==> config.mk <==
export PLATFORM = sky130hd
export DESIGN_NAME = bus_mux_pipe
export DESIGN_NICKNAME = d
export VERILOG_FILES = /design/src/rtl/bus_mux_pipe.sv
export SDC_FILE = /design/constraint.sdc
export NUM_CORES = 1
export LEC_CHECK = 0
export ABC_AREA = 1
export BUFFER_PORTS_ARGS = -buffer_cell sky130_fd_sc_hd__buf_2
export CAP_MARGIN = 0
export CORE_UTILIZATION = 42
export DETAILED_ROUTE_END_ITERATION = 7
export GPL_ROUTABILITY_DRIVEN = 0
export GPL_TIMING_DRIVEN = 1
export PLACE_DENSITY = 0.89
export SYNTH_ARGS = -nofsm -noshare
export SYNTH_HDL_FRONTEND = slang
export SYNTH_SLANG_ARGS = --single-unit
==> constraint.sdc <==
create_clock -name clk -period 1.9 [get_ports clk]
set_input_delay 0.095 -clock clk [delete_from_list [all_inputs] [get_ports clk]]
set_output_delay 0.095 -clock clk [all_outputs]
set_load 0.05 [all_outputs]
==> src/rtl/bus_mux_pipe.sv <==
// bus_mux_pipe: one-hot selected bus multiplexer feeding a one-entry
// valid/ready output buffer, with a handshake counter and registered
// address pass-through paths.
// Optional build macro BUS_PARITY_EN adds a data_par output carrying the
// even parity (XOR) of the word held in data_out.
module bus_mux_pipe #(
    parameter int DATA_W = 16,
    parameter int N_SRC  = 8,
    parameter int ADDR_W = 16,
    localparam int IDX_W = $clog2(N_SRC)
) (
    input  logic                      clk,
    input  logic                      rst_n,
    input  logic [N_SRC*DATA_W-1:0]   src_data,
    input  logic [N_SRC-1:0]          sel,
    input  logic                      sel_valid,
    output logic                      sel_ready,
    output logic [DATA_W-1:0]         data_out,
    output logic                      out_valid,
    input  logic                      out_ready,
    output logic [IDX_W-1:0]          src_idx,
    output logic                      sel_err,
    output logic [15:0]               xfer_cnt,
    input  logic [ADDR_W-1:0]         ar_in,
    input  logic [ADDR_W-1:0]         pc_in,
    output logic [ADDR_W-1:0]         addr,
`ifdef BUS_PARITY_EN
    output logic [ADDR_W-1:0]         pc_addr,
    output logic                      data_par
`else
    output logic [ADDR_W-1:0]         pc_addr
`endif
);

    typedef enum logic {
        EMPTY = 1'b0,
        FULL  = 1'b1
    } state_t;

    state_t              state_q, state_d;
    logic [DATA_W-1:0]   data_q, data_d;
    logic [IDX_W-1:0]    idx_q, idx_d;
    logic                err_q, err_d;
    logic [15:0]         xfer_q, xfer_d;
    logic [ADDR_W-1:0]   addr_q, addr_d;
    logic [ADDR_W-1:0]   pc_addr_q, pc_addr_d;
`ifdef BUS_PARITY_EN
    logic                par_q, par_d;
`endif

    // Each source gated by its own select bit; OR of these is the mux output
    // when sel is one-hot.
    logic [DATA_W-1:0]   masked [N_SRC];
    logic [DATA_W-1:0]   data_sel;
    logic [IDX_W-1:0]    idx_sel;
    logic                sel_onehot;
    logic [DATA_W-1:0]   word_cap;
    logic                accept;
    logic                handshake;

    generate
        for (genvar gi = 0; gi < N_SRC; gi++) begin : g_mask
            assign masked[gi] = src_data[gi*DATA_W +: DATA_W] & {DATA_W{sel[gi]}};
        end
    endgenerate

    // AND-OR mux plus binary encode of the select; only meaningful when one-hot.
    always_comb begin
        data_sel = '0;
        idx_sel  = '0;
        for (int k = 0; k < N_SRC; k++) begin
            data_sel = data_sel | masked[k];
            if (sel[k]) begin
                idx_sel = idx_sel | IDX_W'(k);
            end
        end
    end

    // A select is legal only with exactly one bit set; zero and multi-hot
    // selects still produce a beat, but as a zero word flagged by sel_err.
    assign sel_onehot = (sel != '0) && ((sel & (sel - N_SRC'(1))) == '0);
    assign word_cap   = sel_onehot ? data_sel : '0;

    assign out_valid  = (state_q == FULL);
    assign sel_ready  = !out_valid || out_ready;
    assign accept     = sel_valid && sel_ready;
    assign handshake  = out_valid && out_ready;

    // Next-state and capture logic for the one-entry buffer; a simultaneous
    // drain and accept keeps the buffer FULL with the new beat.
    always_comb begin
        state_d   = state_q;
        data_d    = data_q;
        idx_d     = idx_q;
        err_d     = err_q;
        xfer_d    = xfer_q;
        addr_d    = ar_in;
        pc_addr_d = pc_in;
`ifdef BUS_PARITY_EN
        par_d     = par_q;
`endif
        if (accept) begin
            state_d = FULL;
            data_d  = word_cap;
            idx_d   = sel_onehot ? idx_sel : '0;
            err_d   = !sel_onehot;
`ifdef BUS_PARITY_EN
            par_d   = ^word_cap;
`endif
        end else if (handshake) begin
            state_d = EMPTY;
        end
        if (handshake) begin
            xfer_d = xfer_q + 16'd1;
        end
    end

    // State registers; reset clears everything immediately, dropping any held beat.
    always_ff @(posedge clk or negedge rst_n) begin
        if (!rst_n) begin
            state_q   <= EMPTY;
            data_q    <= '0;
            idx_q     <= '0;
            err_q     <= 1'b0;
            xfer_q    <= '0;
            addr_q    <= '0;
            pc_addr_q <= '0;
`ifdef BUS_PARITY_EN
            par_q     <= 1'b0;
`endif
        end else begin
            state_q   <= state_d;
            data_q    <= data_d;
            idx_q     <= idx_d;
            err_q     <= err_d;
            xfer_q    <= xfer_d;
            addr_q    <= addr_d;
            pc_addr_q <= pc_addr_d;
`ifdef BUS_PARITY_EN
            par_q     <= par_d;
`endif
        end
    end

    assign data_out = data_q;
    assign src_idx  = idx_q;
    assign sel_err  = err_q;
    assign xfer_cnt = xfer_q;
    assign addr     = addr_q;
    assign pc_addr  = pc_addr_q;
`ifdef BUS_PARITY_EN
    assign data_par = par_q;
`endif

endmodule

==> impl_metrics.env, run 1 <==
export IMPL_grt_pass1_wl_um=18300
export IMPL_post_synth_inst_count=457
export IMPL_minimum_clock_period_ns=1.53
export IMPL_maxUsedRoutingLayer="met4"
export IMPL_synth_top_cells_by_area="sky130_fd_sc_hd__dfrtp_1 (48%), sky130_fd_sc_hd__nand2_1 (23%), sky130_fd_sc_hd__a21oi_2 (4.4%)"
export IMPL_hold_end="out_valid"
export IMPL_ys_ff_latch=69
export IMPL_globalRouteTotalUtil=0.264
export IMPL_area_fraction_in_and_or_nand_and_nor_cells_after_synthesis=0.339
export IMPL_synth_warning_count=0
export IMPL_r2r_worst_path_cells=8
export IMPL_synth_area_um2=3600
export IMPL_top_level_ports=242
export IMPL_hold_path_cell_count=3
export IMPL_cts_hold_buffers_added=33
export IMPL_firstDrtPassIters=5
export IMPL_grt_pass1_vias=4203
export IMPL_drt_initial_drc_count=206
export IMPL_tritoncts_clock_tree="yes"
export IMPL_setup_violations_final=0
export IMPL_detailed_place_hpwl_um=8650
export IMPL_worst_r2r_startpoint="xfer_cnt[0]"
export IMPL_synth_xor_area_share=0.0243
export IMPL_postSynthAreaPerCell_um2=7.88
export IMPL_r2r_end="xfer_cnt[14]"
export IMPL_buffer_ports_inserted=241
export IMPL_slew_viol_final=0
export IMPL_nets=896
export IMPL_yosysTopAreaCellShare=0.480
export IMPL_status="finished clean"
export IMPL_ir_drop_mv=0.524
export IMPL_setup_repair_after_global_routing_missed_its_margin="false"
export IMPL_wirelength_um=11500
export IMPL_timing_clock_skew_ns=0.00387
export IMPL_final_period_utilization=0.807
export IMPL_clock_pin_slew_on_the_worst_setup_and_hold_paths_ns=0.07
export IMPL_effective_utilization_at_floorplan=0.436
export IMPL_r2r_slack_ns=0.37
export IMPL_clk_latency_ns=0.33
export IMPL_synthTopCellsByCount="sky130_fd_sc_hd__nand2_1 (218), sky130_fd_sc_hd__dfrtp_1 (69), sky130_fd_sc_hd__inv_1 (23), sky130_fd_sc_hd__nor2_1 (20), sky130_fd_sc_hd__a21oi_2 (18)"
export IMPL_wl_met1_um=4340
export IMPL_drive_gt1_frac=0.412
export IMPL_syn2layout_area_growth_pct=49.5
export IMPL_worst_setup_path_start_kind="flop"
export IMPL_chipHeight_um=94.6
export IMPL_p_leak_nw=3.02
export IMPL_cap_viol_max_count=0
export IMPL_residual_antenna_violating_net_count_after_detailed_routing=0
export IMPL_core_area_um2=8260
export IMPL_number_of_standard_cell_rows_in_the_floorplan=33
export IMPL_postSynth_asyncResetShare=1.00
export IMPL_final_hold_viol_count=0
export IMPL_achievable_frequency_mhz=652
export IMPL_dieWidth_um=94.6
export IMPL_via_count=4212
export IMPL_yosys_most_used_dff="sky130_fd_sc_hd__dfrtp_1"
export IMPL_antenna_violations_before_repair=0
export IMPL_avgRoutedWirePerCell_um=13.8
export IMPL_numClockSinks=69
export IMPL_cts_buffer_depth=2
export IMPL_post_cts_resized_instances=0
export IMPL_cts_root_buf="sky130_fd_sc_hd__clkbuf_8"
export IMPL_maximum_number_of_pins_on_one_net_before_global_route_repair=35
export IMPL_crit_required_ns=2.13
export IMPL_detailroute_wirelength_met2_um=5860
export IMPL_grt_overflow_total=0
export IMPL_cts_made_buffers=9
export IMPL_arrival_ns=1.77
export IMPL_finalSetupTns_ns=0
export IMPL_drt_vias_per_instance=5.06
export IMPL_dieArea_um2=8950
export IMPL_synth_edf_count=0
export IMPL_synthesized_nets=630
export IMPL_muxShareOfSynthArea=0
export IMPL_worstMarginPinSlew_ns=0.571
export IMPL_utilization_of_the_core_after_routing=0.652
export IMPL_yosysTopAreaCell="sky130_fd_sc_hd__dfrtp_1"
export IMPL_hp_class="in -> reg"
export IMPL_pwr_density_cell_nw_per_um2=829
export IMPL_drcViolationCount=0
export IMPL_ys_seq_area_frac=0.480
export IMPL_area_fraction_in_compound_gates_after_synthesis=0.0831
export IMPL_main_combinational_cell_family_by_area_after_synthesis="simple AND/OR/NAND/NOR gates"
export IMPL_path_type_of_the_worst_setup_path="reg -> reg"
export IMPL_hold_start="sel_valid"
export IMPL_met3RoutedLength_um=1060
export IMPL_maxSlewHeadroom=0.618
export IMPL_worst_path_max_fanout=5
export IMPL_num_antenna_cells=0
export IMPL_worst_setup_path_end_kind="flop"
export IMPL_post_synth_top_count_cell="sky130_fd_sc_hd__nand2_1"
export IMPL_buffer_count_from_post_cts_setup_fixing=0
export IMPL_yosys_cell_types_count=28
export IMPL_cts_max_level=3
export IMPL_synthAdderAreaFrac=0.00348
worst max-delay path, stage by stage (launching register included):
cell	delay (ns)
sky130_fd_sc_hd__dfrtp_1	0.43
sky130_fd_sc_hd__ha_1	0.19
sky130_fd_sc_hd__nand3_1	0.13
sky130_fd_sc_hd__nor3_4	0.23
sky130_fd_sc_hd__nand3_1	0.17
sky130_fd_sc_hd__nor2_1	0.13
sky130_fd_sc_hd__nand2_1	0.06
sky130_fd_sc_hd__nand2_1	0.06
sky130_fd_sc_hd__inv_1	0.04
cell type report:
class                      instances  area [µm²]
clock inverter                     7        98.8
fill                             710        2880
inverter                          27         101
multi-input combinational        338        1620
timing repair buffer             278        1580
clock buffer                       9         124
sequential                        69        1730
tap                              105         131
cells in the final DEF (no fill, tap or decap), types with 11 or more instances in the layout:
cell / Yosys / routed
sky130_fd_sc_hd__dlygate4sd3_1: 0 / 33
sky130_fd_sc_hd__inv_1: 23 / 23
sky130_fd_sc_hd__o22ai_1: 16 / 16
sky130_fd_sc_hd__buf_2: 16 / 241
sky130_fd_sc_hd__nand2_1: 218 / 218
sky130_fd_sc_hd__a21oi_2: 18 / 18
sky130_fd_sc_hd__nor2_1: 20 / 20
sky130_fd_sc_hd__dfrtp_1: 69 / 69
sky130_fd_sc_hd__nand4_1: 17 / 17
sky130_fd_sc_hd__nand3_1: 11 / 11
registers in the layout, summed over array words and instances (netlist names):
signal / flops
pc_addr: 16
src_idx: 3
out_valid: 1
sel_err: 1
data_out: 16
addr: 16
xfer_cnt: 16
worst max path at each step:
stage | endpoint | from | slack [ns] | cells past startpoint
6_report | xfer_cnt[14] | xfer_cnt[0] | 0.37 | 8
3_5_place_dp | xfer_cnt[14] | xfer_cnt[0] | 0.38 | 8
5_1_grt | xfer_cnt[14] | xfer_cnt[0] | 0.18 | 8
3_3_place_gp | sel_err | sel[0] | 0.46 | 9
2_1_floorplan | data_out[14] | out_valid | 0.14 | 6
4_1_cts | xfer_cnt[14] | xfer_cnt[0] | 0.37 | 8
where the power goes:
group          total, W  leakage, nW  internal [W]  switching (W)
combinational   0.00142         2.07      0.000454       0.000968
clock           0.00131        0.110      0.000745       0.000567
sequential      0.00173        0.842       0.00161       0.000111
total           0.00446         3.02       0.00281        0.00165
per-stage QoR:
stage,std cells,setup slack (ns),cell area (µm²),power [W],hold slack (ns)
detailed placement,784,0.383,4830,0.00312,0.109
CTS,833,0.365,5380,0.00451,0.0138
floorplan,457,0.136,3600,0.00267,-0.201
finish,833,0.366,5380,0.00446,0.0314
global route,833,0.182,5380,0.00468,0.0190
global placement,784,0.460,4830,0.00309,0.100
metal layers:
metal / up-vias / GRT usage
li1: 1977 / -
met1: 1973 / 0.310
met2: 230 / 0.463
met3: 32 / 0.0700
met4: 0 / 0.0960
met5: - / 0
kinds of logic after synthesis:
group / after synthesis
simple gates: 286
flops: 69
buf+inv: 50
compound gates: 41
xor+xnor: 10
fa+ha+maj: 1
Power figures use the tool's default switching activity.
==> run 2: changes to the inputs <==
Clock period 1.9 ns to 1.53 ns, I/O delays scaled along.
==> run 2 against run 1 <==
Critical path depth unchanged; critical endpoint unchanged; die area did not move; global-route usage grew 1.1 points; critical path type unchanged; register-to-register slack worse by 0.22 ns; clock skew up 0.0032 ns; sequential power grew 25%; fmax grew 11%; non-clock buffer count increased by 5; highest routed layer unchanged; sequential share of layout area shrank 0.31 points.
==> impl_metrics.env, run 2 (synthesized netlist as in run 1, its figures left out) <==
export IMPL_status="finished clean"
export IMPL_detailed_place_hpwl_um=8930
export IMPL_maxSlewHeadroom=0.727
export IMPL_via_count=4188
export IMPL_numClockSinks=69
export IMPL_drive_gt1_frac=0.426
export IMPL_achievable_frequency_mhz=723
export IMPL_grt_overflow_total=0
export IMPL_inst_count_dp=788
export IMPL_avgRoutedWirePerCell_um=14.3
export IMPL_grt_pass1_wl_um=18800
export IMPL_final_hold_viol_count=0
export IMPL_cts_max_level=3
export IMPL_cts_buffer_depth=2
export IMPL_crit_required_ns=1.76
export IMPL_minimum_clock_period_ns=1.38
export IMPL_placed_area_um2=4920
export IMPL_globalRouteTotalUtil=0.275
export IMPL_timing_clock_skew_ns=0.00707
export IMPL_ir_drop_mv=0.630
export IMPL_cell_internal_pwr_w=0.00337
export IMPL_firstDrtPassIters=4
export IMPL_top_level_ports=242
export IMPL_hp_class="in -> reg"
export IMPL_clk_latency_ns=0.33
export IMPL_chipHeight_um=94.6
export IMPL_cap_viol_max_count=0
export IMPL_commonest_cells_after_routing_fill_and_taps_aside="sky130_fd_sc_hd__buf_2 (241), sky130_fd_sc_hd__nand2_1 (218), sky130_fd_sc_hd__dfrtp_1 (64)"
export IMPL_drt_vias_per_instance=5.00
export IMPL_clock_power_share=0.273
export IMPL_maximum_number_of_pins_on_one_net_before_global_route_repair=70
export IMPL_dieWidth_um=94.6
export IMPL_worst_path_max_fanout=5
export IMPL_drt_initial_drc_count=175
export IMPL_sequential_cell_fraction_of_total_power=0.396
export IMPL_setup_repair_after_global_routing_missed_its_margin="false"
export IMPL_clock_pin_slew_on_the_worst_setup_and_hold_paths_ns=0.07
export IMPL_comb_power_share=0.331
export IMPL_arrival_ns=1.62
export IMPL_p_switching_w=0.00211
export IMPL_core_area_um2=8260
export IMPL_nets=901
export IMPL_drcViolationCount=0
export IMPL_effective_utilization_at_floorplan=0.436
export IMPL_tritoncts_clock_tree="yes"
export IMPL_p_leak_nw=3.04
export IMPL_slew_viol_final=0
export IMPL_worst_setup_path_start_kind="flop"
export IMPL_number_of_standard_cell_rows_in_the_floorplan=33
export IMPL_final_period_utilization=0.904
export IMPL_worstMarginPinSlew_ns=0.409
export IMPL_path_type_of_the_worst_setup_path="reg -> reg"
export IMPL_residual_antenna_violating_net_count_after_detailed_routing=0
export IMPL_buffer_ports_inserted=241
export IMPL_final_common_cell="sky130_fd_sc_hd__buf_2"
export IMPL_antenna_violations_before_repair=0
export IMPL_num_antenna_cells=0
export IMPL_syn2layout_area_growth_pct=51.5
export IMPL_cts_root_buf="sky130_fd_sc_hd__clkbuf_8"
export IMPL_finalPower_w=0.00548
export IMPL_cts_made_buffers=9
export IMPL_pwr_density_cell_nw_per_um2=1000
export IMPL_finalInstanceArea_um2=5450
export IMPL_p_sw_frac=0.385
export IMPL_setup_violations_final=0
export IMPL_grt_pass1_vias=4340
export IMPL_wirelength_um=12000
export IMPL_post_layout_nonfiller_instances=838
export IMPL_worst_setup_path_end_kind="flop"
export IMPL_dieArea_um2=8950
==> run 2: power groups by stage <==
stage | logic (W) | registers (W) | clock network [W]
CTS | 0.00181 | 0.00217 | 0.00153
global route | 0.00194 | 0.00219 | 0.00161
floorplan | 0.000521 | 0.00284 | 0
detailed placement | 0.00174 | 0.00221 | 0
finish | 0.00181 | 0.00217 | 0.00149
global placement | 0.00170 | 0.00219 | 0
==> run 2: metrics by stage <==
step | util | setup WS [ns] | TNS (ns) | hold slack [ns]
2_1_floorplan | - | -0.00729 | -0.00729 | -0.219
3_3_place_gp | 0.595 | 0.161 | 0 | 0.115
3_5_place_dp | 0.595 | 0.0842 | 0 | 0.128
4_1_cts | 0.660 | 0.0814 | 0 | 0.0358
5_1_grt | 0.660 | 0.00139 | 0 | 0.0621
6_report | 0.660 | 0.147 | 0 | 0.0540
==> run 2: what timing repair did <==
| item | CTS | global route |
|---|---|---|
| setup endpoints to repair | 0 | 2 |
| gates resized for setup | 0 | 1 |
| endpoints found under the hold margin | 102 | 0 |
| setup buffers | 0 | 0 |
| hold buffers | 34 | 0 |
==> run 2: metal layers <==
metal  wire [µm]  vias up  track usage
li1            -     1987            -
met1        4400     1947        0.304
met2        6190      219        0.489
met3        1090       35       0.0789
met4         303        0        0.119
met5           0        -            0
==> run 2: path summary, 6_finish.rpt <==
kind,startpoint,slack (ns),end,depth (start not counted)
worst max-delay path,xfer_cnt[0],0.15,xfer_cnt[14],8
worst min-delay path,out_ready,0.05,out_valid,4
worst max register to register,xfer_cnt[0],0.15,xfer_cnt[14],8
worst min register to register,src_idx[2],0.51,src_idx[2],2
max in group asynchronous,rst_n,0.95,src_idx[1],3
min in group asynchronous,rst_n,0.29,xfer_cnt[9],3
==> run 2: worst max-delay path, stage by stage, from the launching register on <==
cell and delay, ns:
sky130_fd_sc_hd__dfrtp_2 0.42, sky130_fd_sc_hd__ha_4 0.15, sky130_fd_sc_hd__nand3_2 0.10, sky130_fd_sc_hd__nor3_4 0.22, sky130_fd_sc_hd__nand3_2 0.13, sky130_fd_sc_hd__nor2_1 0.12, sky130_fd_sc_hd__nand2_1 0.06, sky130_fd_sc_hd__nand2_1 0.05
sky130_fd_sc_hd__inv_1 0.03
==> run 2: final cells by class <==
class / count / area, µm²
fill: 693 / 2800
clock inverter: 7 / 72.6
clock buffer: 9 / 124
sequential: 69 / 1730
timing repair buffer: 283 / 1640
multi-input combinational: 338 / 1650
tap: 105 / 131
inverter: 27 / 101
==> run 3: changes to the inputs <==
Settings changed: SETUP_SLACK_MARGIN set to 0.3.
==> run 3 against run 2 <==
Sequential power barely moved; core utilization grew 6.0 points; non-clock buffer count grew 17; sequential cell count stayed put; design area is 9.1% higher; first-iteration DRC count increased by 7.4%; via count rose by 2.7%; combinational power up 20%; sequential share of layout area is 2.6 points lower; clock skew rose by 0.0022 ns; critical path type unchanged; largest cell class is now buffers; largest power group unchanged.
==> impl_metrics.env, run 3 (synthesized netlist as in run 1, its figures left out) <==
export IMPL_grt_pass1_wl_um=19200
export IMPL_firstDrtPassIters=5
export IMPL_achievable_frequency_mhz=761
export IMPL_syn2layout_area_growth_pct=65.3
export IMPL_crit_required_ns=1.75
export IMPL_crit_slowest_cell="sky130_fd_sc_hd__dfrtp_2"
export IMPL_worst_setup_path_end_kind="flop"
export IMPL_core_area_um2=8260
export IMPL_multiInputGateArea_um2=1870
export IMPL_commonest_cells_after_routing_fill_and_taps_aside="sky130_fd_sc_hd__buf_2 (239), sky130_fd_sc_hd__nand2_1 (213), sky130_fd_sc_hd__dfrtp_1 (61)"
export IMPL_numClockSinks=69
export IMPL_dieWidth_um=94.6
export IMPL_worstMarginPinSlew_ns=0.418
export IMPL_timing_clock_skew_ns=0.00932
export IMPL_clock_pin_slew_on_the_worst_setup_and_hold_paths_ns=0.07
export IMPL_cap_viol_max_count=0
export IMPL_cts_buffer_depth=2
export IMPL_post_layout_nonfiller_instances=855
export IMPL_clk_latency_ns=0.34
export IMPL_dieArea_um2=8950
export IMPL_grt_overflow_total=0
export IMPL_path_type_of_the_worst_setup_path="reg -> reg"
export IMPL_final_hold_viol_count=0
export IMPL_crit_path_cell_trace="ha_4, nand3_4, nor3_4, nand3_2, buf_6, xnor2_2"
export IMPL_number_of_standard_cell_rows_in_the_floorplan=33
export IMPL_buffer_ports_inserted=241
export IMPL_cts_made_buffers=9
export IMPL_status="finished clean"
export IMPL_via_count=4302
export IMPL_p_leak_nw=3.27
export IMPL_setup_repair_after_global_routing_missed_its_margin="true"
export IMPL_wirelength_um=13200
export IMPL_placed_area_um2=4930
export IMPL_top_level_ports=242
export IMPL_grt_pass1_vias=4198
export IMPL_chipHeight_um=94.6
export IMPL_setup_violations_final=0
export IMPL_drt_vias_per_instance=5.03
export IMPL_inst_count_dp=787
export IMPL_num_antenna_cells=0
export IMPL_nets=918
export IMPL_critical_path_n_buffers_inverters=1
export IMPL_arrival_ns=1.54
export IMPL_ir_drop_mv=0.682
export IMPL_seqCellArea_um2=1740
export IMPL_detailed_place_hpwl_um=8750
export IMPL_cts_root_buf="sky130_fd_sc_hd__clkbuf_8"
export IMPL_hp_class="in -> reg"
export IMPL_antenna_violations_before_repair=0
export IMPL_residual_antenna_violating_net_count_after_detailed_routing=0
export IMPL_cpLargestDelayFamily="simple AND/OR/NAND/NOR gates"
export IMPL_finalSetupTns_ns=0
export IMPL_final_common_cell="sky130_fd_sc_hd__buf_2"
export IMPL_filler_cell_count=604
export IMPL_drive_gt1_frac=0.483
export IMPL_globalRouteTotalUtil=0.281
export IMPL_drcViolationCount=0
export IMPL_drt_initial_drc_count=188
export IMPL_final_period_utilization=0.859
export IMPL_maxSlewHeadroom=0.721
export IMPL_maximum_number_of_pins_on_one_net_before_global_route_repair=70
export IMPL_finalInstanceArea_um2=5950
export IMPL_tritoncts_clock_tree="yes"
export IMPL_worst_setup_path_start_kind="flop"
export IMPL_worst_path_max_fanout=4
export IMPL_slew_viol_final=0
export IMPL_avgRoutedWirePerCell_um=15.4
export IMPL_effective_utilization_at_floorplan=0.436
export IMPL_pwr_density_cell_nw_per_um2=991
export IMPL_cts_max_level=3
export IMPL_minimum_clock_period_ns=1.31
export IMPL_cpPeakStageDelay_ns=0.39
[run 3: changes by cell type in the layout (fill, tap and decap cells not counted), moves of 4 or more]
cell	delta
sky130_fd_sc_hd__o22ai_1	-16
sky130_fd_sc_hd__buf_6	+4
sky130_fd_sc_hd__o22ai_2	+15
sky130_fd_sc_hd__nand2_1	-5
sky130_fd_sc_hd__buf_4	+10
sky130_fd_sc_hd__nand2_4	+5
[run 3: report_power, final]
part | switching (W) | internal [W] | leakage, nW
sequential | 0.000163 | 0.00202 | 0.832
clock | 0.000728 | 0.000808 | 0.0991
combinational | 0.00137 | 0.000813 | 2.34
[run 3: tightest hold or removal path, delay by kind of cell]
| family | cells | cell delay [ns] |
|---|---|---|
| buffers and inverters | 1 | 0.13 |
| and+or+nand+nor | 2 | 0.14 |
[run 3: layout make-up]
cell class / count / share of cell area
Clock buffer: 10 / 0.0231
Tap cell: 105 / 0.0221
Clock inverter: 6 / 0.0120
Timing Repair Buffer: 300 / 0.317
Inverter: 27 / 0.0196
Sequential cell: 69 / 0.292
Multi-Input combinational cell: 338 / 0.314
[run 3: worst paths after layout]
path	depth (start not counted)	slack [ns]	to	start
max in group asynchronous	3	0.93	xfer_cnt[1]	rst_n
min in group asynchronous	3	0.29	xfer_cnt[11]	rst_n
min	3	0.05	out_valid	sel_valid
max	6	0.22	xfer_cnt[10]	xfer_cnt[1]
min reg2reg	2	0.49	sel_err	sel_err
max reg2reg	6	0.22	xfer_cnt[10]	xfer_cnt[1]
[run 3: timing repair]
item / 4_1_cts / 5_1_grt
setup endpoints to repair: 27 / 28
hold endpoints to repair: 101 / 0
pin swaps: 4 / 9
gates resized for setup: 15 / 40
gates cloned: 2 / 4
setup buffers: 4 / 9
hold buffers: 33 / 0
[run 3: layer usage]
metal / part of all wire / track usage / vias up
li1: - / - / 2029
met1: 0.38 / 0.331 / 1992
met2: 0.50 / 0.481 / 235
met3: 0.080 / 0.0709 / 46
met4: 0.034 / 0.131 / 0
met5: 0 / 0 / -
[run 3: metrics by stage]
stage	util	setup WS, ns	hold slack, ns	total power, W
after floorplan	-	0.00296	-0.219	0.00339
after global placement	0.597	0.200	0.114	0.00393
after detailed placement	0.597	0.0829	0.130	0.00398
after CTS	0.679	0.198	0.0101	0.00566
after global routing	0.721	0.136	0.0412	0.00617
final	0.721	0.216	0.0533	0.00590
